===== src/rtl/hazard_ctrl_if.sv =====
// Hazard-control bundle between the pipeline (master) and hazard_ctrl (slave).
// Carries the IF/ID and ID/EX hazard fields plus the stall/flush controls and perf counters.
interface hazard_ctrl_if #(
  parameter int unsigned CNT_W = 16
);
  logic [4:0]       idRs;
  logic [4:0]       idRt;
  logic             idUsesRt;
  logic             exMemRead;
  logic [4:0]       exRt;
  logic             branchTaken;
  logic             mcBusy;
  logic             hazardOutIFID;
  logic             flush;
  logic             pcWrite;
  logic             idExBubble;
  logic [CNT_W-1:0] stallCount;
  logic [CNT_W-1:0] flushCount;

  modport master (
    output idRs, idRt, idUsesRt, exMemRead, exRt, branchTaken, mcBusy,
    input  hazardOutIFID, flush, pcWrite, idExBubble, stallCount, flushCount
  );

  modport slave (
    input  idRs, idRt, idUsesRt, exMemRead, exRt, branchTaken, mcBusy,
    output hazardOutIFID, flush, pcWrite, idExBubble, stallCount, flushCount
  );
endinterface


===== src/rtl/hazard_ctrl.sv =====
// Stall/flush control for the 5-stage pipeline: load-use, branch flush and SAD-busy hold.
// Performance counters exist only when HAZARD_PERF_CNT_EN is defined; otherwise they read 0.
module hazard_ctrl #(
  parameter int unsigned FLUSH_CYCLES = 1,
  parameter int unsigned CNT_W        = 16
) (
  input logic          clk,
  input logic          rst_n,
  hazard_ctrl_if.slave hz
);

  localparam logic [1:0] StRun     = 2'd0;
  localparam logic [1:0] StLuStall = 2'd1;
  localparam logic [1:0] StFlush   = 2'd2;
  localparam logic [1:0] StMcWait  = 2'd3;

  localparam logic [1:0] FlushReload = 2'(FLUSH_CYCLES - 1);

  logic [1:0] state_q, state_d;
  logic [1:0] fcnt_q, fcnt_d;
  logic       load_use;
  logic       hazard_out, flush_out, pc_write, id_ex_bubble;

  assign load_use = hz.exMemRead && (hz.exRt != 5'd0) &&
                    ((hz.exRt == hz.idRs) || (hz.idUsesRt && (hz.exRt == hz.idRt)));

  always_comb begin
    state_d      = state_q;
    fcnt_d       = fcnt_q;
    hazard_out   = 1'b0;
    flush_out    = 1'b0;
    pc_write     = 1'b1;
    id_ex_bubble = 1'b0;

    // A taken branch wins in every state and restarts the flush sequence.
    if (hz.branchTaken) begin
      flush_out    = 1'b1;
      id_ex_bubble = 1'b1;
      fcnt_d       = FlushReload;
      state_d      = (FLUSH_CYCLES > 1) ? StFlush : StRun;
    end else begin
      unique case (state_q)
        StRun: begin
          if (hz.mcBusy) begin
            hazard_out = 1'b1;
            pc_write   = 1'b0;
            state_d    = StMcWait;
          end else if (load_use) begin
            hazard_out   = 1'b1;
            pc_write     = 1'b0;
            id_ex_bubble = 1'b1;
            state_d      = StLuStall;
          end
        end
        StLuStall: state_d = StRun;
        StFlush: begin
          flush_out    = 1'b1;
          id_ex_bubble = 1'b1;
          fcnt_d       = fcnt_q - 2'd1;
          if (fcnt_q <= 2'd1) state_d = StRun;
        end
        StMcWait: begin
          if (hz.mcBusy) begin
            hazard_out = 1'b1;
            pc_write   = 1'b0;
          end else begin
            state_d = StRun;
          end
        end
        default: state_d = StRun;
      endcase
    end
  end

  always_ff @(posedge clk or negedge rst_n) begin
    if (!rst_n) begin
      state_q <= StRun;
      fcnt_q  <= 2'd0;
    end else begin
      state_q <= state_d;
      fcnt_q  <= fcnt_d;
    end
  end

  assign hz.hazardOutIFID = hazard_out;
  assign hz.flush         = flush_out;
  assign hz.pcWrite       = pc_write;
  assign hz.idExBubble    = id_ex_bubble;

`ifdef HAZARD_PERF_CNT_EN
  logic [CNT_W-1:0] stall_cnt_q, stall_cnt_d;
  logic [CNT_W-1:0] flush_cnt_q, flush_cnt_d;

  // Saturating counters: hold at all-ones instead of wrapping.
  always_comb begin
    stall_cnt_d = stall_cnt_q;
    flush_cnt_d = flush_cnt_q;
    if (hazard_out && (stall_cnt_q != '1)) stall_cnt_d = stall_cnt_q + 1'b1;
    if (hz.branchTaken && (flush_cnt_q != '1)) flush_cnt_d = flush_cnt_q + 1'b1;
  end

  always_ff @(posedge clk or negedge rst_n) begin
    if (!rst_n) begin
      stall_cnt_q <= '0;
      flush_cnt_q <= '0;
    end else begin
      stall_cnt_q <= stall_cnt_d;
      flush_cnt_q <= flush_cnt_d;
    end
  end

  assign hz.stallCount = stall_cnt_q;
  assign hz.flushCount = flush_cnt_q;
`else
  assign hz.stallCount = '0;
  assign hz.flushCount = '0;
`endif

endmodule


===== src/flat_wrapper.sv =====
// flat-port wrapper written by rule: the top's interface ports become plain ports
module hazard_ctrl_flat 
#(
  parameter int unsigned FLUSH_CYCLES = 1,
  parameter int unsigned CNT_W        = 16
)
  (clk, rst_n, hz_idRs, hz_idRt, hz_idUsesRt, hz_exMemRead, hz_exRt, hz_branchTaken, hz_mcBusy, hz_hazardOutIFID, hz_flush, hz_pcWrite, hz_idExBubble, hz_stallCount, hz_flushCount);
  hazard_ctrl_if #(.CNT_W(CNT_W)) hz_i ();
  input logic clk;
  input logic rst_n;
  input wire logic [$bits(hz_i.idRs)-1:0] hz_idRs;
  input wire logic [$bits(hz_i.idRt)-1:0] hz_idRt;
  input wire logic [$bits(hz_i.idUsesRt)-1:0] hz_idUsesRt;
  input wire logic [$bits(hz_i.exMemRead)-1:0] hz_exMemRead;
  input wire logic [$bits(hz_i.exRt)-1:0] hz_exRt;
  input wire logic [$bits(hz_i.branchTaken)-1:0] hz_branchTaken;
  input wire logic [$bits(hz_i.mcBusy)-1:0] hz_mcBusy;
  output wire logic [$bits(hz_i.hazardOutIFID)-1:0] hz_hazardOutIFID;
  output wire logic [$bits(hz_i.flush)-1:0] hz_flush;
  output wire logic [$bits(hz_i.pcWrite)-1:0] hz_pcWrite;
  output wire logic [$bits(hz_i.idExBubble)-1:0] hz_idExBubble;
  output wire logic [$bits(hz_i.stallCount)-1:0] hz_stallCount;
  output wire logic [$bits(hz_i.flushCount)-1:0] hz_flushCount;
  assign hz_i.idRs = hz_idRs;
  assign hz_i.idRt = hz_idRt;
  assign hz_i.idUsesRt = hz_idUsesRt;
  assign hz_i.exMemRead = hz_exMemRead;
  assign hz_i.exRt = hz_exRt;
  assign hz_i.branchTaken = hz_branchTaken;
  assign hz_i.mcBusy = hz_mcBusy;
  assign hz_hazardOutIFID = hz_i.hazardOutIFID;
  assign hz_flush = hz_i.flush;
  assign hz_pcWrite = hz_i.pcWrite;
  assign hz_idExBubble = hz_i.idExBubble;
  assign hz_stallCount = hz_i.stallCount;
  assign hz_flushCount = hz_i.flushCount;
  hazard_ctrl #(.FLUSH_CYCLES(FLUSH_CYCLES), .CNT_W(CNT_W)) u_core (.clk(clk), .rst_n(rst_n), .hz(hz_i));
endmodule

===== config.mk =====
export PLATFORM = sky130hd
export DESIGN_NAME = hazard_ctrl_flat
export DESIGN_NICKNAME = d
export VERILOG_FILES = /design/src/rtl/hazard_ctrl_if.sv /design/src/rtl/hazard_ctrl.sv /design/src/flat_wrapper.sv
export SDC_FILE = /design/constraint.sdc
export NUM_CORES = 1
export LEC_CHECK = 0
export CORE_MARGIN = 1.5
export CORE_UTILIZATION = 33
export DETAILED_ROUTE_END_ITERATION = 8
export GPL_ROUTABILITY_DRIVEN = 0
export GPL_TIMING_DRIVEN = 0
export PLACE_DENSITY_LB_ADDON = 0.2
export RECOVER_POWER = 100
export SLEW_MARGIN = 15
export SYNTH_ARGS = -nofsm -noshare
export SYNTH_HDL_FRONTEND = slang
export SYNTH_SLANG_ARGS = --single-unit

===== constraint.sdc =====
create_clock -name clk -period 2 [get_ports clk]
set_input_delay 0.2 -clock clk [delete_from_list [all_inputs] [get_ports clk]]
set_output_delay 0.2 -clock clk [all_outputs]
set_load 0.02 [all_outputs]

==> results of run 1 <==
-- metrics by stage --
stage | hold WS, ns | std cells | utilization
floorplan | -0.0956 | 123 | -
global placement | 0.408 | 173 | 0.550
detailed placement | 0.409 | 173 | 0.550
CTS | 0.154 | 177 | 0.565
global route | 0.229 | 178 | 0.564
finish | 0.227 | 178 | 0.564
-- registers in the layout, summed over array words and instances, names as in the netlist --
signal          count
u_core.fcnt_q       2
u_core.state_q      2
-- metal layers --
layer	global-route usage	part of all wire	vias to the layer above
met5	0	0	-
met2	0.213	0.48	33
li1	-	-	359
met1	0.132	0.41	283
met3	0.0303	0.091	2
met4	0.0694	0.014	0
-- what timing repair did --
item,4_1_cts,5_1_grt
setup buffers,1,1
resized for setup,16,3
cloned,0,0
pin swaps,1,1
endpoints found under the setup margin,4,3
-- cell type report --
class | count | area, um2 | share of cell area
buffer | 33 | 245 | 0.215
clock buffer | 3 | 22.5 | 0.0198
inverter | 4 | 15.0 | 0.0132
multi-input combinational | 82 | 494 | 0.434
sequential | 4 | 100 | 0.0878
tap | 27 | 33.8 | 0.0296
timing repair buffer | 25 | 229 | 0.201
-- kinds of logic (layout without fill, tap and decap cells) --
group / Yosys count / in the layout / synth area share
mux: 1 / 1 / 0.0137
compound gates: 13 / 13 / 0.125
simple gates: 20 / 20 / 0.147
flops: 4 / 4 / 0.137
buf+inv: 37 / 65 / 0.356
fa+ha+maj: 5 / 5 / 0.0855
xor+xnor: 11 / 11 / 0.132
other cells: 1 / 32 / 0.00512
-- cells in the final DEF (no fill, tap or decap), types with 3 or more instances in the layout --
cell type                          n
sky130_fd_sc_hd__inv_1             4
sky130_fd_sc_hd__dfrtp_1           4
sky130_fd_sc_hd__nor2_1            4
sky130_fd_sc_hd__nand2_1           3
sky130_fd_sc_hd__buf_4            34
sky130_fd_sc_hd__clkdlybuf4s50_1  13
sky130_fd_sc_hd__clkbuf_4          3
sky130_fd_sc_hd__dlygate4sd2_1     6
sky130_fd_sc_hd__conb_1           32
sky130_fd_sc_hd__ha_1              5
sky130_fd_sc_hd__xnor2_1          11
sky130_fd_sc_hd__o21ai_0           3
-- power by group through the flow --
stage          registers [uW]  clock network, uW  logic [uW]
2_1_floorplan             115                  0         272
3_3_place_gp              119                  0         366
3_5_place_dp              119                  0         372
4_1_cts                   119                105         366
5_1_grt                   122                113         406
6_report                  119                100         364
-- final timing paths --
kind / from / end / cells after the start
worst min-delay path: rst_n / u_core.state_q[0]$_DFFE_PN0P_ / 1
worst min register to register: u_core.fcnt_q[1]$_DFFE_PN0P_ / u_core.fcnt_q[1]$_DFFE_PN0P_ / 2
worst max register to register: u_core.state_q[0]$_DFFE_PN0P_ / u_core.state_q[0]$_DFFE_PN0P_ / 7
max in group asynchronous: rst_n / u_core.fcnt_q[1]$_DFFE_PN0P_ / 1
min in group clk: hz_branchTaken / u_core.fcnt_q[1]$_DFFE_PN0P_ / 2
worst max-delay path: hz_exRt[0] / hz_hazardOutIFID / 6
==> Flow_metrics.wiki, run 1 <==
{| class="wikitable"
! Metric !! Value
|-
| H-tree depth reported by CTS || 1
|-
| Max incr delay on CP || around 0.54 ns
|-
| Antenna diode count || 0
|-
| Layout area overhead || 55.7%
|-
| Hold violation count in the final report || 0
|-
| Pleak || between 0.0005 and 0.0006 uW
|-
| Int Pwr || ~340 uW
|-
| Most area-consuming cells after synthesis || sky130_fd_sc_hd__buf_4 33%, sky130_fd_sc_hd__dfrtp_1 14%, sky130_fd_sc_hd__xnor2_1 13%, sky130_fd_sc_hd__ha_1 8.5%, sky130_fd_sc_hd__nor2_1 2.6%
|-
| Register-to-register setup slack || 0.23 ns
|-
| Final min period || approximately 1.9 ns
|-
| HPWL Detailed || around 1200 um
|-
| Worst-case setup slack after placement || -0.557 ns
|-
| Core ar. || about 2000 um2
|-
| Number of register bits inferred by synthesis || 4
|-
| Overall routing resource usage || 0.122
|-
| Sequential cell area fraction in the yosys report || 0.137
|-
| Unrepaired setup endpoints after global routing || no
|-
| Post-synthesis instance total || slightly above 90
|-
| Finished Cell Area || roughly 1100 um2
|-
| Total number of clock tree sinks || 4
|-
| Share of flip-flops with an asynchronous set or reset || 1.00
|-
| Arrival @ worst endpoint || about 1.7 ns
|-
| Synth Warn # || 0
|-
| WL per Instance || just under 8 um
|-
| Combined buffer and inverter count along the critical path || 2
|-
| Total number of vias || roughly 680
|-
| Switching power of the nets || about 240 uW
|-
| Element type at the critical path start || primary input
|-
| Cell type of the slowest stage on the worst timing path || sky130_fd_sc_hd__or4_4
|-
| Cell with the most instances after synthesis || sky130_fd_sc_hd__buf_4
|-
| Instance area at placement || approximately 1100 um2
|-
| Cell breakdown of the critical path || dlygate4sd2_1 > or4_4 > o21ai_2 > nor2_2 > a31o_2 > clkdlybuf4s15_2
|-
| Class of the tightest hold or removal check || primary input to asynchronous set/reset pin
|-
| Total Routed Length || between 1000 and 1500 um
|-
| Share of power burned in combinational logic || 0.624
|-
| CTS tree || done
|-
| Maximum number of pins on one net before global-route repair || 10
|-
| Sequential fraction of design power || 0.204
|-
| Run status || finished, final reports clean
|-
| Critical path capture point type || primary output
|-
| Fin crit share || 0.971
|-
| Fillers || 193
|-
| Layout cells sized above 1 || 0.305
|-
| Power density over the cells || ~510 nW/um2
|-
| Max Fanout on Critical Path || 3
|-
| Number of pins with negative max-slew slack in the final report || 0
|-
| Ranking of synthesized cells by instance count || 32 x sky130_fd_sc_hd__buf_4, 11 x sky130_fd_sc_hd__xnor2_1, 5 x sky130_fd_sc_hd__ha_1, 5 x sky130_fd_sc_hd__nor2_1
|-
| Final worst-path setup slack || between 0.05 and 0.06 ns
|-
| Max Clk Rate || approximately 510 MHz
|-
| Routed Antenna Nets || 0
|-
| CP top delay family || simple AND/OR/NAND/NOR gates
|-
| Data required, critical path || between 1.5 and 2 ns
|-
| Synth area leader || sky130_fd_sc_hd__buf_4
|-
| Clock root buffer master || sky130_fd_sc_hd__clkbuf_4
|-
| Number of vias per cell after detailed routing || between 3 and 4
|-
| Number of core rows || 16
|-
| Die Width || around 50 um
|-
| Total CTS buffers || 3
|-
| Switching Fraction || 0.412
|-
| Setup total negative slack || 0 ns
|-
| Antenna violations before repair || 0
|-
| Floorplan die area || about 2500 um2
|-
| Insertion delay of the later-clocked pin in the worst-skew pair || about 0.24 ns
|-
| Hold buffer count at cts || 0
|-
| Share of Yosys cell area claimed by the top area cell type || 0.328
|-
| Initial core utilization || 0.362
|-
| Final global-route overflow total || 0
|-
| Remaining DRCs || 0
|-
| Number of enable-type register cells in the synthesized netlist || 0
|-
| Cell area after synthesis || 732 um2
|-
| Library cells used by synthesis || 28
|-
| Clock network fraction of design power || 0.172
|-
| Buffers on Ports || 23
|-
| Total power draw || between 500 and 600 uW
|-
| Ports placed on the boundary || 57
|-
| Worst vdd ir || 0.279 mV
|-
| Max-cap violation count || 0
|-
| Type of the setup path with the least slack || primary input to primary output
|-
| Final clock skew || 0.00282 ns
|-
| Global-route wire length before repair || roughly 2300 um
|-
| DRT Pass-1 Iters || 4
|-
| Maximum clock path buffer count || 2
|-
| Most instantiated flip-flop cell in the synthesis netlist || sky130_fd_sc_hd__dfrtp_1
|-
| Final setup violation count || 0
|-
| Clock Pin Slew Worst Setup and Hold Paths || 0.04 ns
|-
| Avg Synthesized Cell Area || ~8.0 um2
|-
| Die Ht || roughly 50 um
|-
| Number of global-route vias before repair || roughly 580
|-
| Total number of nets in the final design || around 180
|-
| DRT iter0 DRCs || 2
|}
Power figures use the tool's default switching activity.
==> run 2, diff against run 1 <==
- CORE_MARGIN: 1.5 -> 3
- SLEW_MARGIN: 15 -> 20
==> Flow_metrics.wiki, run 2 (synthesis gave the netlist of run 1 again) <==
{| class="wikitable"
! Metric !! Value
|-
| Run status || finished, final reports clean
|-
| Overall routing resource usage || 0.108
|-
| Remaining DRCs || 0
|-
| Critical path depth || 5
|-
| Power density over the cells || 511 nW/um2
|-
| Die Width || approximately 53 um
|-
| Number of vias per cell after detailed routing || 3.81
|-
| Hold buffer count at cts || 0
|-
| WL per Instance || roughly 8.6 um
|-
| Initial core utilization || 0.362
|-
| Most frequent cells in the layout || 34 x sky130_fd_sc_hd__buf_4, 32 x sky130_fd_sc_hd__conb_1, 13 x sky130_fd_sc_hd__clkdlybuf4s50_1
|-
| CTS tree || done
|-
| Commonest non-fill, non-tap cell in the layout || sky130_fd_sc_hd__buf_4
|-
| Arrival @ worst endpoint || about 1.7 ns
|-
| Floorplan die area || approximately 2800 um2
|-
| Final clock skew || around 0.0056 ns
|-
| Max Fanout on Critical Path || 4
|-
| Core ar. || between 2000 and 2500 um2
|-
| Total power draw || 587 uW
|-
| Global-route wire length before repair || about 2300 um
|-
| Element type at the critical path start || flip-flop
|-
| Combined buffer and inverter count along the critical path || 2
|-
| Clock root buffer master || sky130_fd_sc_hd__clkbuf_4
|-
| Non-filler instance count after layout || about 180
|-
| DRT Pass-1 Iters || 4
|-
| Number of pins with negative max-slew slack in the final report || 0
|-
| Total number of clock tree sinks || 4
|-
| Critical path capture point type || primary output
|-
| Register-to-register setup slack || between 0.15 and 0.2 ns
|-
| Worst-case setup slack after placement || -0.554 ns
|-
| Number of global-route vias before repair || between 500 and 600
|-
| Layout area overhead || 56.8%
|-
| Endpoint of the worst setup timing path || hz_idExBubble
|-
| Worst reg2reg endpoint || u_core.state_q[0]$_DFFE_PN0P_
|-
| Max incr delay on CP || 0.39 ns
|-
| Insertion delay of the later-clocked pin in the worst-skew pair || about 0.24 ns
|-
| Final setup violation count || 0
|-
| Class of the tightest hold or removal check || primary input to asynchronous set/reset pin
|-
| Fillers || 200
|-
| CP top delay family || flip-flops
|-
| Hold violation count in the final report || 0
|-
| Ports placed on the boundary || 57
|-
| FF-to-FF path depth || 7
|-
| Max-cap violation count || 0
|-
| Pleak || ~0.00061 uW
|-
| DRT iter0 DRCs || 4
|-
| Routed Antenna Nets || 0
|-
| Worst Setup SP || u_core.state_q[0]$_DFFE_PN0P_
|-
| Maximum clock path buffer count || 2
|-
| Layout cells sized above 1 || 0.311
|-
| Final worst-path setup slack || roughly 0.07 ns
|-
| HPWL Detailed || 1370 um
|-
| Clock Pin Slew Worst Setup and Hold Paths || around 0.040 ns
|-
| Number of core rows || 16
|-
| Unrepaired setup endpoints after global routing || no
|-
| Data required, critical path || between 1.5 and 2 ns
|-
| Die Ht || 53.1 um
|-
| Worst vdd ir || ~0.40 mV
|-
| Cell type of the slowest stage on the worst timing path || sky130_fd_sc_hd__dfrtp_1
|-
| Max Clk Rate || 518 MHz
|-
| Type of the setup path with the least slack || flip-flop to primary output
|-
| Cell breakdown of the critical path || inv_1 > ha_1 > or2_2 > a21o_1 > clkdlybuf4s15_2
|-
| Total CTS buffers || 3
|-
| Critical register-to-register path startpoint || u_core.state_q[0]$_DFFE_PN0P_
|-
| Top Registers || u_core.fcnt_q x2, u_core.state_q x2
|-
| Total number of vias || approximately 680
|-
| H-tree depth reported by CTS || 1
|-
| Total number of nets in the final design || 179
|-
| Total Routed Length || about 1500 um
|-
| Fin crit share || 0.965
|-
| Antenna violations before repair || 0
|-
| Post-layout util || 0.567
|-
| Final min period || a little under 2 ns
|-
| Dpl cells || 173
|-
| Final global-route overflow total || 0
|-
| Buffers on Ports || 23
|-
| Hold slack final || ~0.23 ns
|-
| Antenna diode count || 0
|-
| Maximum number of pins on one net before global-route repair || 10
|}
-- run 2: where the power goes --
part	leakage [uW]	switching (uW)	internal, uW	total, uW
logic	0.000538	191	176	368
registers	0.0000532	18.6	100	119
clock network	0.0000138	32.8	67.1	99.9
-- run 2: worst reg2reg max path: cells and delay by family, from the launching register on --
family / cells / cell delay [ns]
buffers and inverters: 1 / 0.13
AOI/OAI and AO/OA: 2 / 0.56
DFF: 1 / 0.41
adders and majority gates: 1 / 0.26
and+or+nand+nor: 3 / 0.36
-- run 2: repair_timing --
item / 4_1_cts / 5_1_grt
setup endpoints to repair: 4 / 3
buffers inserted: 1 / 1
pin swaps: 2 / 2
gates resized for setup: 18 / 3
gates cloned: 0 / 0
-- run 2: area by class of cell --
type | instances | area (um2) | share of cell area
Buffer | 33 | 245 | 0.214
Clock buffer | 3 | 22.5 | 0.0196
Inverter | 4 | 15.0 | 0.0131
Multi-Input combinational cell | 82 | 502 | 0.437
Sequential cell | 4 | 100 | 0.0872
Tap cell | 27 | 33.8 | 0.0294
Timing Repair Buffer | 25 | 229 | 0.200
-- run 2: through the flow --
step	area, um2	TNS [ns]
after global routing	1150	0
final	1150	0
after floorplan	848	0
after CTS	1140	0
after global placement	1110	-1.46
after detailed placement	1110	-1.48
-- run 2: worst min-delay path by stage --
stage,start,to,slack (ns),depth (start not counted)
detailed placement,rst_n,u_core.fcnt_q[1]$_DFFE_PN0P_,0.41,1
finish,rst_n,u_core.state_q[0]$_DFFE_PN0P_,0.23,1
CTS,rst_n,u_core.state_q[0]$_DFFE_PN0P_,0.15,1
global placement,rst_n,u_core.fcnt_q[1]$_DFFE_PN0P_,0.41,1
global route,rst_n,u_core.state_q[1]$_DFFE_PN0P_,0.22,1
floorplan,rst_n,u_core.fcnt_q[0]$_DFFE_PN0P_,-0.1,0
-- run 2: routing by layer --
metal,wire [um],global-route usage,vias to the layer above,part of all wire
li1,-,-,360,-
met1,587,0.124,282,0.38
met2,745,0.202,35,0.49
met3,176,0.0141,2,0.12
met4,19,0.0383,0,0.012
met5,0,0,-,0
